[src/rtl/video_timing_pkg.sv]
// Shared timing defaults, pattern encoding and colour constants for the
// video pattern generator.
package video_timing_pkg;

  // Counter width; also the width of the x/y coordinate outputs.
  localparam int unsigned CNT_W = 12;

  // Default 640x480@60 raster timing.
  localparam int unsigned DEF_H_ACTIVE = 640;
  localparam int unsigned DEF_H_FP     = 16;
  localparam int unsigned DEF_H_SYNC   = 96;
  localparam int unsigned DEF_H_BP     = 48;
  localparam int unsigned DEF_V_ACTIVE = 480;
  localparam int unsigned DEF_V_FP     = 10;
  localparam int unsigned DEF_V_SYNC   = 2;
  localparam int unsigned DEF_V_BP     = 33;

  // Coordinate bit that toggles every 64 pixels, giving 64-pixel checker squares.
  localparam int unsigned CHECK_BIT = 6;

  typedef enum logic [1:0] {
    PAT_BARS  = 2'd0,
    PAT_GRAD  = 2'd1,
    PAT_CHECK = 2'd2,
    PAT_WHITE = 2'd3
  } pattern_e;

  typedef struct packed {
    logic [7:0] r;
    logic [7:0] g;
    logic [7:0] b;
  } rgb_t;

  localparam rgb_t COL_WHITE   = rgb_t'(24'hFFFFFF);
  localparam rgb_t COL_YELLOW  = rgb_t'(24'hFFFF00);
  localparam rgb_t COL_CYAN    = rgb_t'(24'h00FFFF);
  localparam rgb_t COL_GREEN   = rgb_t'(24'h00FF00);
  localparam rgb_t COL_MAGENTA = rgb_t'(24'hFF00FF);
  localparam rgb_t COL_RED     = rgb_t'(24'hFF0000);
  localparam rgb_t COL_BLUE    = rgb_t'(24'h0000FF);
  localparam rgb_t COL_BLACK   = rgb_t'(24'h000000);

  // Colour of bar idx, left to right.
  function automatic rgb_t bar_colour(input logic [2:0] idx);
    rgb_t c;
    case (idx)
      3'd0:    c = COL_WHITE;
      3'd1:    c = COL_YELLOW;
      3'd2:    c = COL_CYAN;
      3'd3:    c = COL_GREEN;
      3'd4:    c = COL_MAGENTA;
      3'd5:    c = COL_RED;
      3'd6:    c = COL_BLUE;
      default: c = COL_BLACK;
    endcase
    return c;
  endfunction

endpackage

[src/rtl/video_timing_counter.sv]
// Raster position counters with region decode.
// Ports:
//   clk, rst        pixel clock, synchronous active-high reset
//   h_cnt, v_cnt    current column / line (registered)
//   h_active_c      h_cnt inside the visible part of the line
//   de_c            h_cnt and v_cnt both inside the visible area
//   sync_h_c        h_cnt inside the horizontal sync region
//   sync_v_c        v_cnt inside the vertical sync region
//   first_c         position (0,0)
//   line_end_c      last column of a line
//   frame_end_c     last column of the last line
module video_timing_counter
  import video_timing_pkg::*;
#(
  parameter int unsigned H_ACTIVE = DEF_H_ACTIVE,
  parameter int unsigned H_FP     = DEF_H_FP,
  parameter int unsigned H_SYNC   = DEF_H_SYNC,
  parameter int unsigned H_BP     = DEF_H_BP,
  parameter int unsigned V_ACTIVE = DEF_V_ACTIVE,
  parameter int unsigned V_FP     = DEF_V_FP,
  parameter int unsigned V_SYNC   = DEF_V_SYNC,
  parameter int unsigned V_BP     = DEF_V_BP
) (
  input  logic             clk,
  input  logic             rst,
  output logic [CNT_W-1:0] h_cnt,
  output logic [CNT_W-1:0] v_cnt,
  output logic             h_active_c,
  output logic             de_c,
  output logic             sync_h_c,
  output logic             sync_v_c,
  output logic             first_c,
  output logic             line_end_c,
  output logic             frame_end_c
);

  localparam int unsigned H_TOTAL  = H_ACTIVE + H_FP + H_SYNC + H_BP;
  localparam int unsigned V_TOTAL  = V_ACTIVE + V_FP + V_SYNC + V_BP;
  localparam int unsigned HS_START = H_ACTIVE + H_FP;
  localparam int unsigned HS_END   = HS_START + H_SYNC;
  localparam int unsigned VS_START = V_ACTIVE + V_FP;
  localparam int unsigned VS_END   = VS_START + V_SYNC;

  // Region decode from the current counter state.
  always_comb begin
    line_end_c  = (h_cnt == CNT_W'(H_TOTAL - 1));
    frame_end_c = line_end_c && (v_cnt == CNT_W'(V_TOTAL - 1));
    first_c     = (h_cnt == '0) && (v_cnt == '0);
    h_active_c  = (h_cnt < CNT_W'(H_ACTIVE));
    de_c        = h_active_c && (v_cnt < CNT_W'(V_ACTIVE));
    sync_h_c    = (h_cnt >= CNT_W'(HS_START)) && (h_cnt < CNT_W'(HS_END));
    // v_cnt only moves on a line wrap, so vertical sync edges land at h_cnt == 0.
    sync_v_c    = (v_cnt >= CNT_W'(VS_START)) && (v_cnt < CNT_W'(VS_END));
  end

  // Horizontal/vertical raster counters.
  always_ff @(posedge clk) begin
    if (rst) begin
      h_cnt <= '0;
      v_cnt <= '0;
    end else if (line_end_c) begin
      h_cnt <= '0;
      v_cnt <= frame_end_c ? '0 : v_cnt + CNT_W'(1);
    end else begin
      h_cnt <= h_cnt + CNT_W'(1);
    end
  end

endmodule

[src/rtl/video_pattern_gen.sv]
// Video timing and test-pattern source: RGB, syncs and data enable for one
// raster on a single pixel clock, all outputs registered and mutually aligned.
// Ports:
//   clk, rst            pixel clock, synchronous active-high reset
//   pattern_sel         0 bars, 1 gradient, 2 checker, 3 white (applied per frame)
//   red, green, blue    8-bit colour components, zero outside active video
//   hSync, vSync        sync outputs, active level set by HS_POL / VS_POL
//   de                  active video
//   x, y                active pixel coordinates, zero while de = 0
//   frame_start         one-cycle pulse with pixel (0,0)
module video_pattern_gen
  import video_timing_pkg::*;
#(
  parameter int unsigned H_ACTIVE = DEF_H_ACTIVE,
  parameter int unsigned H_FP     = DEF_H_FP,
  parameter int unsigned H_SYNC   = DEF_H_SYNC,
  parameter int unsigned H_BP     = DEF_H_BP,
  parameter int unsigned V_ACTIVE = DEF_V_ACTIVE,
  parameter int unsigned V_FP     = DEF_V_FP,
  parameter int unsigned V_SYNC   = DEF_V_SYNC,
  parameter int unsigned V_BP     = DEF_V_BP,
  parameter bit          HS_POL   = 1'b0,
  parameter bit          VS_POL   = 1'b0
) (
  input  logic             clk,
  input  logic             rst,
  input  logic [1:0]       pattern_sel,
  output logic [7:0]       red,
  output logic [7:0]       green,
  output logic [7:0]       blue,
  output logic             hSync,
  output logic             vSync,
  output logic             de,
  output logic [CNT_W-1:0] x,
  output logic [CNT_W-1:0] y,
  output logic             frame_start
);

  localparam int unsigned BAR_W = H_ACTIVE / 8;

  logic [CNT_W-1:0] h_cnt;
  logic [CNT_W-1:0] v_cnt;
  logic             h_active_c;
  logic             de_c;
  logic             sync_h_c;
  logic             sync_v_c;
  logic             first_c;
  logic             line_end_c;
  logic             frame_end_c;

  pattern_e         pat_q;
  pattern_e         pat_c;
  logic [7:0]       frame_cnt;
  logic [CNT_W-1:0] bar_px;
  logic [2:0]       bar_idx;
  rgb_t             pix_c;

  video_timing_counter #(
    .H_ACTIVE (H_ACTIVE), .H_FP (H_FP), .H_SYNC (H_SYNC), .H_BP (H_BP),
    .V_ACTIVE (V_ACTIVE), .V_FP (V_FP), .V_SYNC (V_SYNC), .V_BP (V_BP)
  ) u_timing (
    .clk         (clk),
    .rst         (rst),
    .h_cnt       (h_cnt),
    .v_cnt       (v_cnt),
    .h_active_c  (h_active_c),
    .de_c        (de_c),
    .sync_h_c    (sync_h_c),
    .sync_v_c    (sync_v_c),
    .first_c     (first_c),
    .line_end_c  (line_end_c),
    .frame_end_c (frame_end_c)
  );

  // Pixel (0,0) is rendered in the same cycle pat_q loads, so bypass the register there.
  assign pat_c = first_c ? pattern_e'(pattern_sel) : pat_q;

  // Frame-level state: latched pattern and frame counter.
  always_ff @(posedge clk) begin
    if (rst) begin
      pat_q     <= PAT_BARS;
      frame_cnt <= '0;
    end else begin
      if (first_c) begin
        pat_q <= pattern_e'(pattern_sel);
      end
      if (frame_end_c) begin
        frame_cnt <= frame_cnt + 8'd1;
      end
    end
  end

  // Bar index tracks h_cnt in steps of BAR_W pixels; cleared at each line wrap.
  always_ff @(posedge clk) begin
    if (rst || line_end_c) begin
      bar_px  <= '0;
      bar_idx <= '0;
    end else if (h_active_c) begin
      if (bar_px == CNT_W'(BAR_W - 1)) begin
        bar_px  <= '0;
        bar_idx <= bar_idx + 3'd1;
      end else begin
        bar_px <= bar_px + CNT_W'(1);
      end
    end
  end

  // Colour for the current counter position.
  always_comb begin
    pix_c = COL_BLACK;
    if (de_c) begin
      case (pat_c)
        PAT_BARS:  pix_c = bar_colour(bar_idx);
        PAT_GRAD:  pix_c = rgb_t'({h_cnt[7:0], v_cnt[7:0], frame_cnt});
        PAT_CHECK: pix_c = (h_cnt[CHECK_BIT] ^ v_cnt[CHECK_BIT]) ? COL_WHITE : COL_BLACK;
        PAT_WHITE: pix_c = COL_WHITE;
        default:   pix_c = COL_BLACK;
      endcase
    end
  end

  // Output register stage.
  always_ff @(posedge clk) begin
    if (rst) begin
      red         <= '0;
      green       <= '0;
      blue        <= '0;
      hSync       <= ~HS_POL;
      vSync       <= ~VS_POL;
      de          <= 1'b0;
      x           <= '0;
      y           <= '0;
      frame_start <= 1'b0;
    end else begin
      red         <= pix_c.r;
      green       <= pix_c.g;
      blue        <= pix_c.b;
      hSync       <= sync_h_c ? HS_POL : ~HS_POL;
      vSync       <= sync_v_c ? VS_POL : ~VS_POL;
      de          <= de_c;
      x           <= de_c ? h_cnt : '0;
      y           <= de_c ? v_cnt : '0;
      frame_start <= first_c;
    end
  end

endmodule

[config.mk]
export PLATFORM = sky130hd
export DESIGN_NAME = video_pattern_gen
export DESIGN_NICKNAME = d
export VERILOG_FILES = /design/src/rtl/video_timing_pkg.sv /design/src/rtl/video_timing_counter.sv /design/src/rtl/video_pattern_gen.sv
export SDC_FILE = /design/constraint.sdc
export NUM_CORES = 1
export LEC_CHECK = 0
export CAP_MARGIN = 30
export CORE_MARGIN = 3
export CORE_UTILIZATION = 35
export DETAILED_ROUTE_END_ITERATION = 7
export PLACE_DENSITY = 0.52
export SLEW_MARGIN = 20
export SYNTH_ARGS = -nofsm -noshare
export SYNTH_HDL_FRONTEND = slang
export SYNTH_SLANG_ARGS = --single-unit
[constraint.sdc]
create_clock -name clk -period 3.31 [get_ports clk]
set_input_delay 0.4965 -clock clk [delete_from_list [all_inputs] [get_ports clk]]
set_output_delay 0.4965 -clock clk [all_outputs]
set_load 0.02 [all_outputs]
==> out/qor.yml <==
outcome: "finished, final reports clean"
globalplace.congestion: 0.898
path_class: "reg -> reg"
fin_cells: 634
track_usage_pct: 15.1
synth_common_cells: "dfxtp_1, nor2_1, nand2_1"
powerDensity_nw_per_um2: 515
ys_ff_latch: 101
tightest_slew_ns: 0.724
grt_overflow: 0
critPathArrivalTime_ns: 2.90
grt_pass1_wl_um: 15800
setup_violations: 0
path_buf_inv: 1
wl_per_cell_um: 14.5
row_count: 38
rsz0062_at_grt: "no"
initial_core_util_pct: 36.6
synthArstFlopShare_pct: 0
endpoint_kind: "flop"
crit_fanout: 10
vias_per_cell: 5.05
io_buffers: 55
clock-root-buffer: "clkbuf_16"
synth_ff_type: "dfxtp_1"
antenna_found_initial: 0
yosysSeqAreaShare_pct: 49.9
synth_top_area_share_pct: 49.9
vias: 3204
synth_area_um2: 4060
yosysUniqueCellTypes: 48
leakagePower_nw: 1.91
diodes: 0
cts_sinks: 101
crit_required_ns: 3.53
nNetsFinal: 504
cp_top_family: "simple AND/OR/NAND/NOR gates"
postCtsSetupBuffers: 0
crit_path_start_kind: "flop"
yosys_warnings: 0
cts_tree: "yes"
postCtsHoldBufs: 0
max_stage_delay_ns: 0.52
synthCells: 434
drc: 0
finalMaxSlewViolations: 0
drive_above_1_share_pct: 7.89
synth_area_per_cell_um2: 9.34
fillCellCount: 1108
cpMaxStageDelayCell: "or4_4"
tns_ns: 0
grt_max_degree: 22
numCtsBuffers: 9
place_area_um2: 4760
dpl.cell_count: 618
clockBufferDepth: 2
hold_class: "reg -> reg"
htree_levels: 3
maxSlewHeadroom_pct: 51.6
cts_resized: 0
area_growth_pct: 24.6
dieHeight_um: 114
drtIter0Drc: 152
ios: 56
dp_hpwl_um: 6710
grt_pass1_vias: 3140
finClkSkew_ns: 0.00907
drtPass1Iterations: 4
cap_violations: 0
clk_latency_ns: 0.34
synth_enable_flop_cells: 0
fin_crit_sh_pct: 80.9
yosys.cell_count.top_type: "dfxtp_1"
fin_crit_ns: 2.68
yosys-top-cells-area: "dfxtp_1, nor2_1, xor2_1"
r2r_slack_ns: 0.63
design_area_um2: 5050
die_w_um: 114
coreArea_um2: 11100
fmax_ghz: 0.373
crit_chain: "inv_1 > ha_1 > or4b_1 > or4_4 > nor2_4 > mux2_2 > a22o_1"
yosysTopAreaCell: "dfxtp_1"
ir_drop_uv: 236
hold_violations: 0
dieArea_um2: 12900
drtAntennaViolNets: 0
clk_pin_slew_worst_paths_ns: 0.07
drt-total-wl_um: 9170
[sequential cells by signal (all words and copies together) (netlist names)]
register and cells:
frame_cnt 8, u_timing.v_cnt 12, frame_start 1, hSync 1, bar_idx 3, x 12
de 1, green 8, y 12, vSync 1, red 8, bar_px 12
blue 8, u_timing.h_cnt 12, pat_q 2
[worst min-delay path, delay by kind of cell (launching register included)]
family          cells  cell delay [ns]
compound gates      1             0.06
flops               1             0.33
simple gates        1             0.06
[final timing paths]
check | from | endpoint | depth (start not counted)
min reg2reg | bar_px[1] | bar_px[1] | 2
min | bar_px[1] | bar_px[1] | 2
max | u_timing.v_cnt[1] | red[0] | 7
max reg2reg | u_timing.v_cnt[1] | red[0] | 7
[cells in the final DEF, fill, tap and decap left out, drive strengths merged, types with 2 or more instances in the layout]
master / count
nand3: 23
o2bb2ai: 3
nand4: 19
and4: 5
o21ai: 7
xnor2: 19
ha: 11
and3: 7
conb: 5
a31oi: 2
or2: 3
mux2i: 2
clkbuf: 10
a22o: 4
o31ai: 2
nor3: 5
or4b: 2
or4: 5
a21o: 3
nand2: 29
buf: 7
or3: 3
a21oi: 13
a31o: 5
clkdlybuf4s50: 55
inv: 13
nand2b: 4
dfxtp: 101
and2: 16
xor2: 21
nor4: 10
clkinv: 4
nor4b: 3
nor2: 62
[area by class of cell]
cell class	instances	area (um^2)	area share, %
Sequential cell	101	2020	40.0
Timing Repair Buffer	62	603	11.9
Clock inverter	6	56.3	1.11
Clock buffer	10	239	4.73
Inverter	12	45.0	0.891
Tap cell	140	175	3.47
Multi-Input combinational cell	303	1910	37.9
[cell families (layout without fill, tap and decap cells)]
| group | count (synthesis) | count (layout) | share of synthesized area [%] |
|---|---|---|---|
| muxes | 3 | 3 | 0.771 |
| AOI/OAI and AO/OA | 45 | 45 | 8.08 |
| buffers and inverters | 34 | 90 | 3.49 |
| xor gates and xnor gates | 40 | 40 | 8.64 |
| DFF | 101 | 101 | 49.9 |
| other | 1 | 5 | 0.0925 |
| and+or+nand+nor | 199 | 199 | 25.7 |
| adders and majority gates | 11 | 11 | 3.39 |
[stage by stage]
step / setup slack (ns) / total power, mW / hold WS, ns / utilization [%]
final: 0.631 / 2.60 / 0.489 / 45.6
after CTS: 0.640 / 2.64 / 0.498 / 45.6
after global routing: 0.510 / 2.71 / 0.529 / 45.6
after global placement: 0.693 / 1.62 / 0.466 / 43.0
after floorplan: 0.827 / 1.48 / 0.448 / -
after detailed placement: 0.656 / 1.62 / 0.489 / 43.0
[layer usage]
layer / wire (um) / GRT usage (%) / up-vias / share of wire (%)
li1: - / - / 1602 / -
met1: 4450 / 20.9 / 1490 / 49
met2: 4040 / 23.2 / 97 / 44
met3: 482 / 2.81 / 15 / 5.3
met4: 195 / 6.25 / 0 / 2.1
met5: 0 / 0 / - / 0
[power breakdown]
| group | total, mW | leakage [nW] | internal [mW] | switching, mW |
|---|---|---|---|---|
| clock | 1.02 | 0.143 | 0.545 | 0.472 |
| sequential | 1.29 | 0.826 | 1.27 | 0.0253 |
| combinational | 0.292 | 0.943 | 0.130 | 0.162 |
Note: power is estimated with default switching activity, not from simulation.
